### src/rtl/seven_segment_scanner.sv
// Multiplexed seven-segment scanner with per-digit blanking gap,
// frame-level input snapshot and fully registered outputs.
module seven_segment_scanner #(
  parameter int w_digit      = 4,
  parameter int digit_cycles = 12500,
  parameter int blank_cycles = 250
) (
  input  logic                   clk,
  input  logic                   rst,
  input  logic [4*w_digit-1:0]   number,
  input  logic [w_digit-1:0]     dots,
  input  logic [w_digit-1:0]     enable,
  output logic [7:0]             abcdefgh,
  output logic [w_digit-1:0]     digit,
  output logic                   frame_start
);

  localparam int M1 =
    (digit_cycles > blank_cycles) ? digit_cycles : blank_cycles;
  localparam int MC = (M1 > 2) ? M1 : 2;
  localparam int CW = $clog2(MC);
  localparam int IW = (w_digit > 1) ? $clog2(w_digit) : 1;

  localparam logic [CW-1:0] D_LAST = CW'(digit_cycles - 1);
  localparam logic [CW-1:0] B_LAST =
    CW'((blank_cycles > 0) ? blank_cycles - 1 : 0);
  localparam logic [IW-1:0] I_LAST = IW'(w_digit - 1);
  localparam logic [w_digit-1:0] ONE = w_digit'(1);

  typedef enum logic {BLANK, SHOW} state_t;

  // Each slot opens with a gap unless the gap is configured away.
  localparam state_t SLOT_START = (blank_cycles == 0) ? SHOW : BLANK;

  state_t               state;
  logic [CW-1:0]        cnt;
  logic [IW-1:0]        idx;
  logic [4*w_digit-1:0] snap_num;
  logic [w_digit-1:0]   snap_dot;
  logic [w_digit-1:0]   snap_en;

  logic                 first;
  logic [4*w_digit-1:0] num_v;
  logic [w_digit-1:0]   dot_v;
  logic [w_digit-1:0]   en_v;
  logic [3:0]           nib;

  function automatic logic [7:0] glyph(input logic [3:0] n);
    logic [7:0] g;
    unique case (n)
      4'h0: g = 8'hFC;
      4'h1: g = 8'h60;
      4'h2: g = 8'hDA;
      4'h3: g = 8'hF2;
      4'h4: g = 8'h66;
      4'h5: g = 8'hB6;
      4'h6: g = 8'hBE;
      4'h7: g = 8'hE0;
      4'h8: g = 8'hFE;
      4'h9: g = 8'hF6;
      4'hA: g = 8'hEE;
      4'hB: g = 8'h3E;
      4'hC: g = 8'h9C;
      4'hD: g = 8'h7A;
      4'hE: g = 8'h9E;
      4'hF: g = 8'h8E;
    endcase
    return g;
  endfunction

  // On the capture cycle the fresh inputs are what the frame shows.
  always_comb begin
    first = (idx == '0) && (cnt == '0) && (state == SLOT_START);
    num_v = first ? number : snap_num;
    dot_v = first ? dots   : snap_dot;
    en_v  = first ? enable : snap_en;
    nib   = num_v[{idx, 2'b00} +: 4];
  end

  always_ff @(posedge clk or negedge rst) begin
    if (!rst) begin
      state       <= SLOT_START;
      cnt         <= '0;
      idx         <= '0;
      snap_num    <= '0;
      snap_dot    <= '0;
      snap_en     <= '0;
      abcdefgh    <= '0;
      digit       <= '0;
      frame_start <= 1'b0;
    end else begin
      frame_start <= first;
      if (first) begin
        snap_num <= number;
        snap_dot <= dots;
        snap_en  <= enable;
      end
      if (state == SHOW && en_v[idx]) begin
        digit    <= ONE << idx;
        abcdefgh <= glyph(nib) | {7'b0, dot_v[idx]};
      end else begin
        digit    <= '0;
        abcdefgh <= '0;
      end
      unique case (state)
        BLANK: begin
          if (cnt == B_LAST) begin
            state <= SHOW;
            cnt   <= '0;
          end else begin
            cnt <= cnt + 1'b1;
          end
        end
        SHOW: begin
          if (cnt == D_LAST) begin
            state <= SLOT_START;
            cnt   <= '0;
            idx   <= (idx == I_LAST) ? '0 : idx + 1'b1;
          end else begin
            cnt <= cnt + 1'b1;
          end
        end
      endcase
    end
  end

endmodule

### config.mk
export PLATFORM = sky130hd
export DESIGN_NAME = seven_segment_scanner
export DESIGN_NICKNAME = d
export VERILOG_FILES = /design/src/rtl/seven_segment_scanner.sv
export SDC_FILE = /design/constraint.sdc
export NUM_CORES = 1
export LEC_CHECK = 0
export BUFFER_PORTS_ARGS = -buffer_cell sky130_fd_sc_hd__buf_4
export CAP_MARGIN = 20
export CELL_PAD_IN_SITES_DETAIL_PLACEMENT = 1
export CELL_PAD_IN_SITES_GLOBAL_PLACEMENT = 1
export CORE_MARGIN = 2
export CORE_UTILIZATION = 51
export CTS_BUF_LIST = sky130_fd_sc_hd__clkbuf_4 sky130_fd_sc_hd__clkbuf_8
export CTS_CLUSTER_DIAMETER = 50
export DETAILED_ROUTE_END_ITERATION = 8
export GPL_ROUTABILITY_DRIVEN = 0
export GPL_TIMING_DRIVEN = 0
export PLACE_DENSITY_LB_ADDON = 0.05
export SYNTH_ARGS = -nofsm -noshare
export SYNTH_HDL_FRONTEND = slang
export SYNTH_SLANG_ARGS = --single-unit
### constraint.sdc
create_clock -name clk -period 6.6 [get_ports clk]
set_clock_uncertainty 0.2 [all_clocks]
set_input_delay 0.99 -clock clk [delete_from_list [all_inputs] [get_ports clk]]
set_output_delay 0.99 -clock clk [all_outputs]
set_load 0.005 [all_outputs]
Yosys cells after proc, flatten, opt, wreduce, memory -nomap -nowiden:

Memories as Yosys holds them, arrays and structs flattened.
Cells that the tools add are included.

* register bits after elaboration: 54
* bits in latches: 0
* RAM bits: 0
* bits in read-only memories: 112
* bits of input ports: 26
* logic and storage cells: 43
* memories: 1

* $add $sub $neg: 2
* multipliers: 0
* divide/modulo/power cells: 0
* $lt $le $gt $ge: 1
* eq/ne operators: 3
* shift operators: 2
* multiplexer cells: 17
* bitwise gates (word level): 2
* reduce and logical (&&, ||, !) cells: 6

Memory list
* (no name shown): words 16, width 7, rd ports 1, clocked after Yosys merged registers in 0, wr ports 0, line 50 `unique case (n)`

Operators by type and width (number)
* two-way mux 14 bit: 2
* case mux 14 bit (2 select lines): 1
* two-way mux 16 bit: 1
* two-way mux 8 bit: 2
* variable part select 16 x 5 -> 4 bit: 1
* adder 14 x 1 -> 14 bit (second input constant): 1
* equality test 14 bit (second input constant): 1
* equality test 14 x 8 -> 1 bit (second input constant): 1
* zero test 14 bit: 1
* two-way mux 4 bit: 3
* bitwise OR 8 x 1 -> 8 bit: 1
* binary-select mux 1 bit (select 2 bit): 2
* two-way mux 1 bit: 4
* left shift 1 x 2 -> 4 bit (first input constant): 1
* logical AND 1 bit: 3
* less-than comparator 2 x 3 -> 1 bit (second input constant): 1
* adder 2 x 1 -> 2 bit (second input constant): 1
* equality test 2 bit (second input constant): 1
* zero test 2 bit: 1
* two-way mux 2 bit: 1
* case mux 1 bit (2 select lines): 1
* AND reduction 2 bit: 1
* NOT 1 bit: 1

Depth between registers and ports, before layout:

Gate-level depths: netlist of the first run.

* word-level depth: 10
* depth in mapped cells: 13
* gate-level depth less buffers: 12

Least setup slack after synthesis of the first run:

No wires, ideal clock.

* kind: flip-flop to flip-flop
* start point: reg cnt[8]
* end point: reg abcdefgh[4]
* library setup time: 126 ps
* arrival time: 3047 ps
* data required time: 6274 ps
* setup slack: 3227 ps
* cell stages (with the launch flop): 11
* buffers on the path: 1
* clock period less this slack: 3373 ps
* cell sequence: dfrtp_1 -> or4_1 -> or3_4 -> nor2_4 -> buf_6 -> mux2_2 -> mux4_2 -> inv_1 -> ha_1 -> mux2i_1 -> o22ai_1

* cells in the longest elaborated chain, start to end: 9
* elaborated cells on any way between the ends: 13
* those cells by class: shift: 1; mux: 6; bitwise: 1; reduce/logical: 4; memory: 1

Ends and longest elaborated chain
* start: declaration: line 36 `logic [CW-1:0] cnt;`
* start signal: assignment: line 111 `cnt <= cnt + 1'b1;`
* start signal: assignment: line 120 `cnt <= cnt + 1'b1;`
* zero test 14 bit: line 73 `first = (idx == '0) && (cnt == '0) && (state == SLOT_START);`
* logical AND 1 bit (2 in a row): line 73
* two-way mux 16 bit
* net num_v[4]: line 43 `logic [4*w_digit-1:0] num_v;`
* variable part select 16 x 5 -> 4 bit: line 77 `nib = num_v[{idx, 2'b00} +: 4];`
* memory read (16 x 7 bit)
* two-way mux 8 bit: line 98 `if (state == SHOW && en_v[idx]) begin`
* bitwise OR 8 x 1 -> 8 bit: line 100 `abcdefgh <= glyph(nib) | {7'b0, dot_v[idx]};`
* two-way mux 8 bit: line 98
* end signal: assignment: line 100
* end: declaration: line 13 `output logic [7:0] abcdefgh,`

The timed path passes the listed nets, and every way through them passes these cells. The select of a mux whose other input is x is not followed.
A chain may end at the register's enable or synchronous reset.

Final worst setup path of the first run:

* start point: reg cnt[8]
* end point: reg abcdefgh[2]

Same word-level chain as after synthesis.

==> metrics.txt, run 1 <==
# TYPE chip_impl_metric gauge
chip_impl_metric{name="leakage",unit="nW"} 1.47
chip_impl_info{name="crit_family",value="simple AND/OR/NAND/NOR gates"} 1
chip_impl_metric{name="synth_compound_area_frac",unit=""} 0.0469
chip_impl_metric{name="drv_slew",unit=""} 0
chip_impl_metric{name="fillers",unit=""} 533
chip_impl_metric{name="p_sw_frac",unit=""} 0.241
chip_impl_info{name="worstSetupStartpoint",value="cnt[8]"} 1
chip_impl_metric{name="avg_vias_per_cell",unit=""} 5.31
chip_impl_info{name="status",value="complete, no violations"} 1
chip_impl_metric{name="first_pass_grt_wire_length",unit="um"} 9560
chip_impl_metric{name="syn_area",unit="um2"} 2700
chip_impl_metric{name="wirelength",unit="um"} 5540
chip_impl_metric{name="postCtsHoldBufs",unit=""} 0
chip_impl_metric{name="setup_total_negative_slack",unit="ns"} 0
chip_impl_metric{name="critical_path.max_stage_delay",unit="ns"} 0.56
chip_impl_metric{name="p_int",unit="uW"} 439
chip_impl_metric{name="seq_power_share",unit=""} 0.588
chip_impl_metric{name="worstPathArrival",unit="ns"} 3.62
chip_impl_metric{name="maxClockFrequency",unit="GHz"} 0.277
chip_impl_info{name="crit_path_end_kind",value="register"} 1
chip_impl_info{name="holdCritPathClass",value="reg2reg"} 1
chip_impl_metric{name="syn-num-nets",unit=""} 247
chip_impl_metric{name="maximum_number_of_pins_on_one_net_before_global_route_repair",unit=""} 55
chip_impl_metric{name="avgSynthCellArea",unit="um2"} 13.0
chip_impl_metric{name="cts-root-to-sink-buffers",unit=""} 2
chip_impl_metric{name="synthToLayoutAreaGrowth",unit="%"} 17.4
chip_impl_metric{name="grt_antenna_before_repair",unit=""} 0
chip_impl_metric{name="start_util",unit=""} 0.528
chip_impl_metric{name="power.density_cell_area",unit="nW/um2"} 183
chip_impl_metric{name="global_route.usage.met3",unit=""} 0.0365
chip_impl_metric{name="detailed_place_hpwl",unit="um"} 4120
chip_impl_info{name="ctsRootBufferMaster",value="clkbuf_8"} 1
chip_impl_metric{name="timing.max_slew.rel_slack",unit=""} 0.557
chip_impl_metric{name="setup_violations",unit=""} 0
chip_impl_metric{name="fin_nets",unit=""} 292
chip_impl_metric{name="detailedRoute.firstPassIterationCount",unit=""} 4
chip_impl_metric{name="count_of_pins_on_the_block_boundary",unit=""} 39
chip_impl_metric{name="ys_seq_area_frac",unit=""} 0.501
chip_impl_info{name="crit_path_top_delay_cell",value="or4_1"} 1
chip_impl_metric{name="synth_simple_gate_area_frac",unit=""} 0.113
chip_impl_metric{name="multi_input_comb_area",unit="um2"} 1260
chip_impl_metric{name="finalCriticalPeriod",unit="ns"} 3.61
chip_impl_metric{name="die_height",unit="um"} 76.7
chip_impl_metric{name="layout.core_utilization",unit=""} 0.620
chip_impl_metric{name="area_enclosed_by_the_die_boundary",unit="um2"} 5880
chip_impl_metric{name="rows",unit=""} 26
chip_impl_metric{name="met2_usage",unit=""} 0.365
chip_impl_metric{name="h-tree-depth",unit=""} 2
chip_impl_metric{name="worstPathMaxFanout",unit=""} 10
chip_impl_metric{name="netlist_instances",unit=""} 208
chip_impl_metric{name="post_synth_fa_ha_maj_area_fraction",unit=""} 0.0603
chip_impl_metric{name="io_buffers",unit=""} 38
chip_impl_metric{name="postCtsSetupRepairBufs",unit=""} 0
chip_impl_metric{name="worstSkewPairLatency",unit="ns"} 0.31
chip_impl_metric{name="drt_drc_violations_left",unit=""} 0
chip_impl_metric{name="number_of_buffers_created_by_cts",unit=""} 5
chip_impl_metric{name="report.final.hold_viol_count",unit=""} 0
chip_impl_info{name="synth_top_family_by_area",value="multiplexers"} 1
chip_impl_metric{name="critical_path_required",unit="ns"} 6.60
chip_impl_metric{name="routed_wire_length_per_instance",unit="um"} 17.1
chip_impl_metric{name="tightestPinTransition",unit="ns"} 0.664
chip_impl_metric{name="detail-route-antenna-nets",unit=""} 0
chip_impl_metric{name="antenna-diode-count",unit=""} 0
chip_impl_metric{name="fp.dieW",unit="um"} 76.7
chip_impl_info{name="rr_endpoint",value="abcdefgh[2]"} 1
chip_impl_metric{name="ys_ff_latch",unit=""} 54
chip_impl_metric{name="gr-total-overflow",unit=""} 0
chip_impl_metric{name="post_synth_xor_area_fraction",unit=""} 0.0422
chip_impl_info{name="unrepaired_setup_endpoints_after_global_routing",value="no"} 1
chip_impl_metric{name="p_comb_frac",unit=""} 0.080
chip_impl_metric{name="max_cap_viol_count",unit=""} 0
chip_impl_metric{name="grt_pass1_vias",unit=""} 1898
chip_impl_metric{name="global_route.usage.met1",unit=""} 0.266
chip_impl_metric{name="worst_r2r_path_depth",unit=""} 10
chip_impl_metric{name="post-route-period-util",unit=""} 0.547
chip_impl_metric{name="yosys_warnings",unit=""} 0
chip_impl_metric{name="vdd.ir_drop.worst",unit="uV"} 118
chip_impl_info{name="tritoncts",value="built"} 1
chip_impl_metric{name="cts_repair_resize_count",unit=""} 0
chip_impl_info{name="grt.busiest_layer",value="met2"} 1
chip_impl_metric{name="synth_mux_area_frac",unit=""} 0.206
chip_impl_metric{name="grtUsageTotal",unit=""} 0.206
chip_impl_info{name="criticalPathCategory",value="reg2reg"} 1
chip_impl_metric{name="area.sequential",unit="um2"} 1350
chip_impl_metric{name="clk_transition_reported_paths",unit="ns"} 0.11
chip_impl_info{name="critPathLaunchType",value="register"} 1
chip_impl_metric{name="power_spent_charging_and_discharging_nets",unit="uW"} 140
chip_impl_info{name="worstPathCellList",value="or4_1, or3_4, nor2_4, buf_6, mux2_2, mux4_2, inv_1, ha_1, mux2i_1, o221a_1"} 1
chip_impl_metric{name="final_layout_size_suffix_gt1_frac",unit=""} 0.370
chip_impl_metric{name="number_of_distinct_library_cells_after_synthesis",unit=""} 42
chip_impl_metric{name="tritoncts_num_sinks",unit=""} 54
chip_impl_info{name="worstSetupEndpoint",value="abcdefgh[2]"} 1
chip_impl_metric{name="critical_path_depth",unit=""} 10
chip_impl_metric{name="worst-path-buf-inv",unit=""} 2
chip_impl_metric{name="route.vias.total",unit=""} 1722
chip_impl_metric{name="detail_route.iter0.violations",unit=""} 47
chip_impl_metric{name="share_clk_of_total_power",unit=""} 0.332
chip_impl_metric{name="core",unit="um2"} 5110
chip_impl_info{name="regToRegStartpoint",value="cnt[8]"} 1
chip_impl_metric{name="ff2ff_setup_slack",unit="ns"} 2.99
-- metrics by stage --
| step | cell area [um2] | power (mW) | instances | hold slack [ns] | setup slack (ns) |
|---|---|---|---|---|---|
| 2_1_floorplan | 2700 | 0.370 | 208 | 0.250 | 3.23 |
| 3_3_place_gp | 3070 | 0.392 | 316 | 0.275 | 3.03 |
| 3_5_place_dp | 3070 | 0.394 | 316 | 0.279 | 2.98 |
| 4_1_cts | 3160 | 0.587 | 324 | 0.311 | 2.95 |
| 5_1_grt | 3160 | 0.604 | 324 | 0.315 | 2.66 |
| 6_report | 3160 | 0.579 | 324 | 0.309 | 2.99 |
-- sequential cells by signal, summed over array words and instances, names as in the netlist --
name and flops:
snap_num 16, cnt 14, abcdefgh 8, digit 4
snap_dot 4, snap_en 4, idx 2, frame_start 1
state 1
-- logic make-up (layout without fill, tap and decap cells) --
family,count (synthesis),after routing
adders and majority gates,13,13
DFF,54,54
muxes,41,41
xor gates and xnor gates,13,13
and+or+nand+nor,59,59
AOI/OAI and AO/OA,13,13
buffers and inverters,15,61
-- cell usage after synthesis, drive strengths merged --
master / number / share of area
a211oi: 1 / 0.0028
a21o: 1 / 0.0028
a21oi: 1 / 0.0019
a221oi: 1 / 0.0056
a22o: 1 / 0.0032
a22oi: 1 / 0.0046
a311oi: 2 / 0.0088
and2: 4 / 0.0093
and3: 2 / 0.0046
buf: 4 / 0.016
clkbuf: 2 / 0.0028
clkinv: 1 / 0.0014
dfrtp: 54 / 0.50
ha: 13 / 0.060
inv: 8 / 0.011
mux2: 30 / 0.13
mux2i: 4 / 0.016
mux4: 7 / 0.058
nand2: 12 / 0.017
nand2b: 2 / 0.0046
nand3: 6 / 0.011
nand4: 2 / 0.0046
nand4b: 1 / 0.0032
nor2: 19 / 0.029
nor3: 3 / 0.0056
nor3b: 1 / 0.0028
nor4b: 1 / 0.0032
o211ai: 1 / 0.0046
o21ai: 1 / 0.0019
o221a: 2 / 0.0084
o22ai: 1 / 0.0023
or3: 2 / 0.0065
or4: 4 / 0.011
xnor2: 7 / 0.023
xor2: 6 / 0.019
-- layer usage --
metal | wire (um) | share of wire
met1 | 2440 | 0.44
met2 | 2930 | 0.53
met3 | 136 | 0.025
met4 | 23 | 0.0042
met5 | 0 | 0
-- layout by cell type, fill, tap and decap left out, drive strengths merged, types with 2 or more instances in the layout --
cell type	synthesis	final
inv	8	8
buf	4	42
dfrtp	54	54
mux2i	4	4
xor2	6	6
and2	4	4
or4	4	4
and3	2	2
a311oi	2	2
ha	13	13
or3	2	2
nand4	2	2
clkbuf	2	7
nand3	6	6
nand2b	2	2
nor2	19	19
o221a	2	2
clkinv	1	4
nand2	12	12
nor3	3	3
mux4	7	7
mux2	30	30
xnor2	7	7
-- final cells by class --
class | count | area share
multi-input cells | 139 | 0.399
flip-flops and latches | 54 | 0.427
repair buffers | 38 | 0.0902
inverters | 9 | 0.0107
well taps | 70 | 0.0277
plain buffers | 6 | 0.0158
clock buffers | 5 | 0.0217
clock inverters | 3 | 0.00830
-- worst min-delay path by stage --
stage                      startpoint          end  slack, ns  cells past startpoint
after floorplan               cnt[11]      cnt[11]       0.25                      1
after global placement    snap_num[7]  snap_num[7]       0.27                      1
after detailed placement  snap_num[3]  snap_num[3]       0.28                      1
after CTS                 snap_num[3]  snap_num[3]       0.31                      1
after global routing      snap_num[3]  snap_num[3]       0.32                      1
final                     snap_num[3]  snap_num[3]       0.31                      1
-- power groups by stage --
| stage | Sequential (mW) | Clock, mW | Combinational, mW |
|---|---|---|---|
| 2_1_floorplan | 0.346 | 0 | 0.0235 |
| 3_3_place_gp | 0.346 | 0 | 0.0455 |
| 3_5_place_dp | 0.347 | 0 | 0.0472 |
| 4_1_cts | 0.341 | 0.199 | 0.0474 |
| 5_1_grt | 0.342 | 0.210 | 0.0517 |
| 6_report | 0.341 | 0.192 | 0.0462 |
Note: power is estimated with default switching activity, not from simulation.
==> inputs of run 2 (changes only) <==
--- a/config.mk
+++ b/config.mk
@@ -10,7 +10,7 @@
 export CELL_PAD_IN_SITES_DETAIL_PLACEMENT = 1
 export CELL_PAD_IN_SITES_GLOBAL_PLACEMENT = 1
 export CORE_MARGIN = 2
-export CORE_UTILIZATION = 51
+export CORE_UTILIZATION = 43
 export CTS_BUF_LIST = sky130_fd_sc_hd__clkbuf_4 sky130_fd_sc_hd__clkbuf_8
 export CTS_CLUSTER_DIAMETER = 50
 export DETAILED_ROUTE_END_ITERATION = 8
==> constraint.sdc (replaced) <==
create_clock -name clk -period 3.3 [get_ports clk]
set_clock_uncertainty 0.2 [all_clocks]
set_input_delay 0.495 -clock clk [delete_from_list [all_inputs] [get_ports clk]]
set_output_delay 0.495 -clock clk [all_outputs]
set_load 0.005 [all_outputs]
==> run 2 against run 1 <==
Effect of this change: combinational power increased by 130%; the run now ends with negative setup slack left; routed wire length increased by 5.9%; critical path type unchanged; via count increased by 3.4%; first-iteration DRC count increased by 4.3%; flip-flop and latch count unchanged; final area increased by 7.4%.
==> metrics.txt, run 2 (synthesized netlist as in run 1, its figures left out) <==
# TYPE chip_impl_metric gauge
chip_impl_metric{name="timing.max_slew.rel_slack",unit=""} 0.553
chip_impl_metric{name="tritoncts_num_sinks",unit=""} 54
chip_impl_metric{name="leakage",unit="nW"} 1.58
chip_impl_metric{name="core",unit="um2"} 5990
chip_impl_metric{name="power_spent_charging_and_discharging_nets",unit="uW"} 268
chip_impl_metric{name="placement.cell_area",unit="um2"} 3080
chip_impl_info{name="final_common_cell",value="dfrtp_1"} 1
chip_impl_info{name="status",value="finished, violations left"} 1
chip_impl_metric{name="power.density_cell_area",unit="nW/um2"} 364
chip_impl_metric{name="critical_path.max_stage_delay",unit="ns"} 0.56
chip_impl_info{name="ctsRootBufferMaster",value="clkbuf_8"} 1
chip_impl_metric{name="detail-route-antenna-nets",unit=""} 0
chip_impl_metric{name="p_comb_frac",unit=""} 0.087
chip_impl_metric{name="critical_path_required",unit="ns"} 3.32
chip_impl_info{name="tritoncts",value="built"} 1
chip_impl_metric{name="area_enclosed_by_the_die_boundary",unit="um2"} 6920
chip_impl_metric{name="gr-total-overflow",unit=""} 0
chip_impl_metric{name="report.final.hold_viol_count",unit=""} 0
chip_impl_metric{name="start_util",unit=""} 0.450
chip_impl_metric{name="io_buffers",unit=""} 38
chip_impl_metric{name="fin_nets",unit=""} 305
chip_impl_metric{name="fillers",unit=""} 611
chip_impl_metric{name="final_layout_size_suffix_gt1_frac",unit=""} 0.461
chip_impl_metric{name="avg_vias_per_cell",unit=""} 5.21
chip_impl_info{name="critPathLaunchType",value="register"} 1
chip_impl_metric{name="worstSkewPairLatency",unit="ns"} 0.31
chip_impl_metric{name="placedCellCount",unit=""} 321
chip_impl_metric{name="wirelength",unit="um"} 5860
chip_impl_metric{name="setup_violations",unit=""} 7
chip_impl_metric{name="drt_drc_violations_left",unit=""} 0
chip_impl_metric{name="worstPathMaxFanout",unit=""} 5
chip_impl_info{name="biggest_registers_after_layout",value="snap_num: 16 flops, cnt: 14 flops, abcdefgh: 8 flops"} 1
chip_impl_metric{name="largest_register_ff_count",unit=""} 16
chip_impl_metric{name="p_sw_frac",unit=""} 0.217
chip_impl_metric{name="first_pass_grt_wire_length",unit="um"} 9770
chip_impl_metric{name="route.vias.total",unit=""} 1781
chip_impl_metric{name="h-tree-depth",unit=""} 2
chip_impl_metric{name="grt_antenna_before_repair",unit=""} 0
chip_impl_metric{name="rows",unit=""} 28
chip_impl_metric{name="worstPathArrival",unit="ns"} 3.58
chip_impl_metric{name="routed_wire_length_per_instance",unit="um"} 17.1
chip_impl_metric{name="vdd.ir_drop.worst",unit="uV"} 180
chip_impl_metric{name="post-route-period-util",unit=""} 1.08
chip_impl_metric{name="fp.dieW",unit="um"} 83.2
chip_impl_metric{name="postCtsHoldBufs",unit=""} 0
chip_impl_info{name="criticalPathCategory",value="reg2reg"} 1
chip_impl_metric{name="antenna-diode-count",unit=""} 0
chip_impl_metric{name="maxClockFrequency",unit="GHz"} 0.281
chip_impl_info{name="registers.top_by_ff_count",value="snap_num"} 1
chip_impl_metric{name="tightestPinTransition",unit="ns"} 0.671
chip_impl_metric{name="finalCriticalPeriod",unit="ns"} 3.55
chip_impl_metric{name="detailedRoute.firstPassIterationCount",unit=""} 4
chip_impl_info{name="crit_path_top_delay_cell",value="or4_4"} 1
chip_impl_metric{name="p_int",unit="uW"} 970
chip_impl_info{name="failing_checks",value="negative setup slack"} 1
chip_impl_info{name="crit_path_end_kind",value="register"} 1
chip_impl_metric{name="share_clk_of_total_power",unit=""} 0.363
chip_impl_metric{name="detailed_place_hpwl",unit="um"} 3890
chip_impl_metric{name="die_height",unit="um"} 83.2
chip_impl_metric{name="count_of_pins_on_the_block_boundary",unit=""} 39
chip_impl_metric{name="design_area",unit="um2"} 3400
chip_impl_metric{name="stdcell_count",unit=""} 342
chip_impl_metric{name="maximum_number_of_pins_on_one_net_before_global_route_repair",unit=""} 55
chip_impl_metric{name="detail_route.iter0.violations",unit=""} 49
chip_impl_info{name="unrepaired_setup_endpoints_after_global_routing",value="yes"} 1
chip_impl_metric{name="grt_pass1_vias",unit=""} 1929
chip_impl_metric{name="timing.final.ws_setup",unit="ns"} -0.254
chip_impl_metric{name="drv_slew",unit=""} 0
chip_impl_metric{name="grtUsageTotal",unit=""} 0.176
chip_impl_metric{name="cts-root-to-sink-buffers",unit=""} 2
chip_impl_info{name="holdCritPathClass",value="in2async"} 1
chip_impl_metric{name="seq_power_share",unit=""} 0.550
chip_impl_metric{name="synthToLayoutAreaGrowth",unit="%"} 26.1
chip_impl_info{name="layout.cells.most_common_list",value="dfrtp_1, buf_4, mux2_2"} 1
chip_impl_info{name="worstPathCellList",value="or4_4, or3_4, nor2_4, buf_6, buf_8, mux2_4, mux4_2, buf_4, mux2_2, a221oi_2"} 1
chip_impl_metric{name="clk_transition_reported_paths",unit="ns"} 0.09
chip_impl_metric{name="max_cap_viol_count",unit=""} 0
chip_impl_metric{name="number_of_buffers_created_by_cts",unit=""} 5
[run 2: cell count changes in the layout (fill, tap and decap cells not counted), sizes merged]
cell,previous run,this run
buf,42,54
bufinv,0,1
clkbuf,7,9
clkinv,4,1
clkinvlp,0,1
[run 2: power groups by stage]
stage / combinational, mW / sequential (mW) / clock [mW]
after floorplan: 0.0474 / 0.692 / 0
after global placement: 0.0921 / 0.693 / 0
after detailed placement: 0.0934 / 0.694 / 0
after CTS: 0.104 / 0.681 / 0.468
after global routing: 0.119 / 0.683 / 0.491
final: 0.108 / 0.681 / 0.449
[run 2: worst paths after layout]
| kind | depth (start not counted) | slack, ns | to | start |
|---|---|---|---|---|
| min in group clk | 2 | 0.22 | snap_num[6] | number[6] |
| max reg2reg | 10 | -0.25 | abcdefgh[6] | cnt[11] |
| max | 10 | -0.25 | abcdefgh[6] | cnt[11] |
| max in group asynchronous | 1 | 2.44 | snap_dot[0] | rst |
| min | 1 | 0.02 | snap_num[4] | rst |
| min reg2reg | 1 | 0.30 | snap_num[12] | snap_num[12] |
[run 2: final cells by class]
class	instances	area, um2	area share
plain buffers	6	62.6	0.0184
flip-flops and latches	54	1350	0.397
well taps	75	93.8	0.0276
clock buffers	6	76.3	0.0225
inverters	9	37.5	0.0110
multi-input cells	139	1350	0.396
repair buffers	51	394	0.116
clock inverters	2	37.5	0.0110
[run 2: worst max-delay path, delay by kind of cell, from the launching register on]
family | cells | cell delay [ns]
mux | 3 | 1.12
simple gates | 3 | 1.03
flops | 1 | 0.43
buf+inv | 3 | 0.41
compound gates | 1 | 0.26
[run 2: per-stage QoR]
step	worst slack [ns]	hold slack (ns)	TNS, ns	utilization	power (mW)
5_1_grt	-0.369	0.0527	-2.34	0.567	1.29
4_1_cts	-0.218	0.0373	-1.30	0.563	1.25
2_1_floorplan	0.0340	-0.000591	0	-	0.740
3_5_place_dp	-0.334	0.286	-1.96	0.513	0.787
6_report	-0.254	0.0184	-1.47	0.567	1.24
3_3_place_gp	-0.249	0.275	-1.49	0.513	0.785
[run 2: what timing repair did]
action,4_1_cts,5_1_grt
gates resized for setup,28,4
buffers inserted,8,5
endpoints found under the setup margin,7,12
gates cloned,1,0
pin swaps,2,1
[run 2: per-layer routing]
layer | GRT usage | part of all wire | vias up
met2 | 0.293 | 0.51 | 29
met4 | 0.0447 | 0.010 | 0
li1 | - | - | 852
met3 | 0.0378 | 0.033 | 5
met5 | 0 | 0 | -
met1 | 0.235 | 0.45 | 895
==> inputs of run 3 (changes only) <==
--- a/config.mk
+++ b/config.mk
@@ -20,3 +20,4 @@
 export SYNTH_ARGS = -nofsm -noshare
 export SYNTH_HDL_FRONTEND = slang
 export SYNTH_SLANG_ARGS = --single-unit
+export TNS_END_PERCENT = 10
==> constraint.sdc (replaced) <==
create_clock -name clk -period 3.3 [get_ports clk]
set_clock_uncertainty 0.2 [all_clocks]
set_input_delay 0 -clock clk [delete_from_list [all_inputs] [get_ports clk]]
set_output_delay 0 -clock clk [all_outputs]
set_load 0.005 [all_outputs]
==> run 3 against run 2 <==
Effect of this change: the flow still finishes with violations (negative setup slack); cell count increased by 5.3%; die area unchanged; count of clock-buffer cells in the layout did not move; final area grew 7.4%; sequential power about the same; flip-flop and latch count stayed put; hold slack better by 0.064 ns; sequential share of layout area fell by 2.7 points; critical path type unchanged.
==> metrics.txt, run 3 (synthesized netlist as in run 1, its figures left out) <==
# TYPE chip_impl_metric gauge
chip_impl_info{name="unrepaired_setup_endpoints_after_global_routing",value="yes"} 1
chip_impl_metric{name="avg_vias_per_cell",unit=""} 5.18
chip_impl_metric{name="antenna-diode-count",unit=""} 0
chip_impl_info{name="holdCritPathClass",value="in2async"} 1
chip_impl_metric{name="post-route-period-util",unit=""} 1.09
chip_impl_metric{name="cts-root-to-sink-buffers",unit=""} 2
chip_impl_metric{name="setup_total_negative_slack",unit="ns"} -1.99
chip_impl_metric{name="number_of_buffers_created_by_cts",unit=""} 5
chip_impl_info{name="ctsRootBufferMaster",value="clkbuf_8"} 1
chip_impl_metric{name="timing.max_slew.rel_slack",unit=""} 0.541
chip_impl_info{name="rr_endpoint",value="abcdefgh[2]"} 1
chip_impl_info{name="layout.cells.most_common_list",value="dfrtp_1, buf_4, dlygate4sd3_1"} 1
chip_impl_metric{name="area_enclosed_by_the_die_boundary",unit="um2"} 6920
chip_impl_metric{name="ff2ff_setup_slack",unit="ns"} -0.30
chip_impl_metric{name="dr_wl_met2",unit="um"} 3220
chip_impl_metric{name="start_util",unit=""} 0.450
chip_impl_info{name="worstPathCellList",value="or4_4, or3_4, nor2_4, buf_8, mux2_2, mux4_2, inv_4, ha_4, mux2i_1, o221a_1"} 1
chip_impl_metric{name="met1Wirelength",unit="um"} 2730
chip_impl_metric{name="die_height",unit="um"} 83.2
chip_impl_metric{name="setup_violations",unit=""} 7
chip_impl_metric{name="largest_register_ff_count",unit=""} 16
chip_impl_metric{name="met3_length",unit="um"} 179
chip_impl_info{name="regToRegStartpoint",value="cnt[11]"} 1
chip_impl_metric{name="count_of_pins_on_the_block_boundary",unit=""} 39
chip_impl_metric{name="fillers",unit=""} 590
chip_impl_metric{name="timing.final.ws_setup",unit="ns"} -0.302
chip_impl_metric{name="routed_wire_length_per_instance",unit="um"} 17.2
chip_impl_metric{name="tritoncts_num_sinks",unit=""} 54
chip_impl_metric{name="route.vias.total",unit=""} 1865
chip_impl_info{name="top_layer_in_use",value="met4"} 1
chip_impl_metric{name="tightestPinTransition",unit="ns"} 0.688
chip_impl_metric{name="drv_slew",unit=""} 0
chip_impl_metric{name="wirelength",unit="um"} 6190
chip_impl_metric{name="power.density_cell_area",unit="nW/um2"} 346
chip_impl_metric{name="leakage",unit="nW"} 1.66
chip_impl_metric{name="worstPathMaxFanout",unit=""} 6
chip_impl_info{name="crit_path_top_delay_cell",value="mux4_2"} 1
chip_impl_metric{name="worstPathArrival",unit="ns"} 3.60
chip_impl_metric{name="detailedRoute.firstPassIterationCount",unit=""} 4
chip_impl_metric{name="rows",unit=""} 28
chip_impl_metric{name="worstSkewPairLatency",unit="ns"} 0.31
chip_impl_metric{name="grtUsageTotal",unit=""} 0.176
chip_impl_metric{name="fp.dieW",unit="um"} 83.2
chip_impl_metric{name="grt_antenna_before_repair",unit=""} 0
chip_impl_info{name="biggest_registers_after_layout",value="snap_num: 16 flops, cnt: 14 flops, abcdefgh: 8 flops"} 1
chip_impl_metric{name="core",unit="um2"} 5990
chip_impl_metric{name="worst_r2r_path_depth",unit=""} 10
chip_impl_info{name="registers.top_by_ff_count",value="snap_num"} 1
chip_impl_metric{name="synthToLayoutAreaGrowth",unit="%"} 35.4
chip_impl_metric{name="fin_nets",unit=""} 323
chip_impl_metric{name="h-tree-depth",unit=""} 2
chip_impl_metric{name="multi_input_comb_area",unit="um2"} 1380
chip_impl_info{name="crit_path_end_kind",value="register"} 1
chip_impl_info{name="criticalPathCategory",value="reg2reg"} 1
chip_impl_metric{name="grt_pass1_vias",unit=""} 1999
chip_impl_metric{name="clk_transition_reported_paths",unit="ns"} 0.10
chip_impl_metric{name="maxClockFrequency",unit="GHz"} 0.278
chip_impl_metric{name="final_layout_size_suffix_gt1_frac",unit=""} 0.407
chip_impl_metric{name="gr-total-overflow",unit=""} 0
chip_impl_metric{name="critical_path_required",unit="ns"} 3.30
chip_impl_metric{name="detail-route-antenna-nets",unit=""} 0
chip_impl_metric{name="io_buffers",unit=""} 38
chip_impl_metric{name="max_cap_viol_count",unit=""} 0
chip_impl_metric{name="first_pass_grt_wire_length",unit="um"} 9810
chip_impl_metric{name="drt_drc_violations_left",unit=""} 0
chip_impl_metric{name="finalCriticalPeriod",unit="ns"} 3.60
chip_impl_metric{name="detailed_place_hpwl",unit="um"} 3890
chip_impl_metric{name="detail_route.iter0.violations",unit=""} 70
chip_impl_metric{name="area.sequential",unit="um2"} 1350
chip_impl_info{name="failing_checks",value="negative setup slack"} 1
chip_impl_info{name="final_common_cell",value="dfrtp_1"} 1
chip_impl_metric{name="report.final.hold_viol_count",unit=""} 0
chip_impl_metric{name="maximum_number_of_pins_on_one_net_before_global_route_repair",unit=""} 55
chip_impl_metric{name="critical_path.max_stage_delay",unit="ns"} 0.62
chip_impl_info{name="critPathLaunchType",value="register"} 1
chip_impl_metric{name="hold_ws",unit="ns"} 0.0828
chip_impl_info{name="status",value="finished, violations left"} 1
chip_impl_metric{name="vdd.ir_drop.worst",unit="uV"} 182
chip_impl_info{name="tritoncts",value="built"} 1
-- run 3: critical path, delay by kind of cell (launching register included) --
| family | cells | cell delay, ns |
|---|---|---|
| mux | 3 | 1.02 |
| simple gates | 3 | 1.16 |
| buf+inv | 2 | 0.30 |
| flops | 1 | 0.42 |
| compound gates | 1 | 0.23 |
| fa+ha+maj | 1 | 0.16 |
-- run 3: per-stage QoR --
step	std cells	util	setup WS (ns)	cell area, um2	total power [mW]
after detailed placement	321	0.513	-0.334	3080	0.787
final	360	0.609	-0.302	3650	1.26
after global routing	360	0.609	-0.384	3650	1.32
after floorplan	208	-	0.0340	2700	0.740
after CTS	356	0.578	-0.232	3460	1.27
after global placement	321	0.513	-0.249	3080	0.785
-- run 3: per-layer routing --
metal,vias to the layer above,GRT usage
met4,0,0.0447
met3,5,0.0388
li1,890,-
met1,941,0.217
met5,-,0
met2,29,0.314
-- run 3: power breakdown --
group          switching [mW]  internal [mW]
clock network           0.216          0.235
registers             0.00533          0.676
logic                  0.0555         0.0767
-- run 3: how the worst max path moves through the flow --
stage	start	end	slack, ns	cells after the start
6_report	cnt[11]	abcdefgh[2]	-0.30	10
3_3_place_gp	idx[0]	abcdefgh[7]	-0.25	10
4_1_cts	cnt[11]	abcdefgh[4]	-0.23	11
5_1_grt	cnt[11]	abcdefgh[2]	-0.38	10
3_5_place_dp	idx[0]	abcdefgh[7]	-0.33	10
2_1_floorplan	cnt[8]	abcdefgh[4]	0.03	10
-- run 3: layout make-up --
class,instances,share of cell area
inverters,9,0.0110
well taps,75,0.0257
repair buffers,70,0.168
plain buffers,5,0.0154
flip-flops and latches,54,0.370
clock inverters,2,0.0103
clock buffers,6,0.0209
multi-input cells,139,0.379
-- run 3: what timing repair did --
item | CTS | global route
buffers inserted | 2 | 4
hold endpoints to repair | 78 | 0
hold buffers | 25 | 0
pin swaps | 0 | 7
resized for setup | 4 | 29
setup endpoints to repair | 7 | 7
gates cloned | 0 | 1
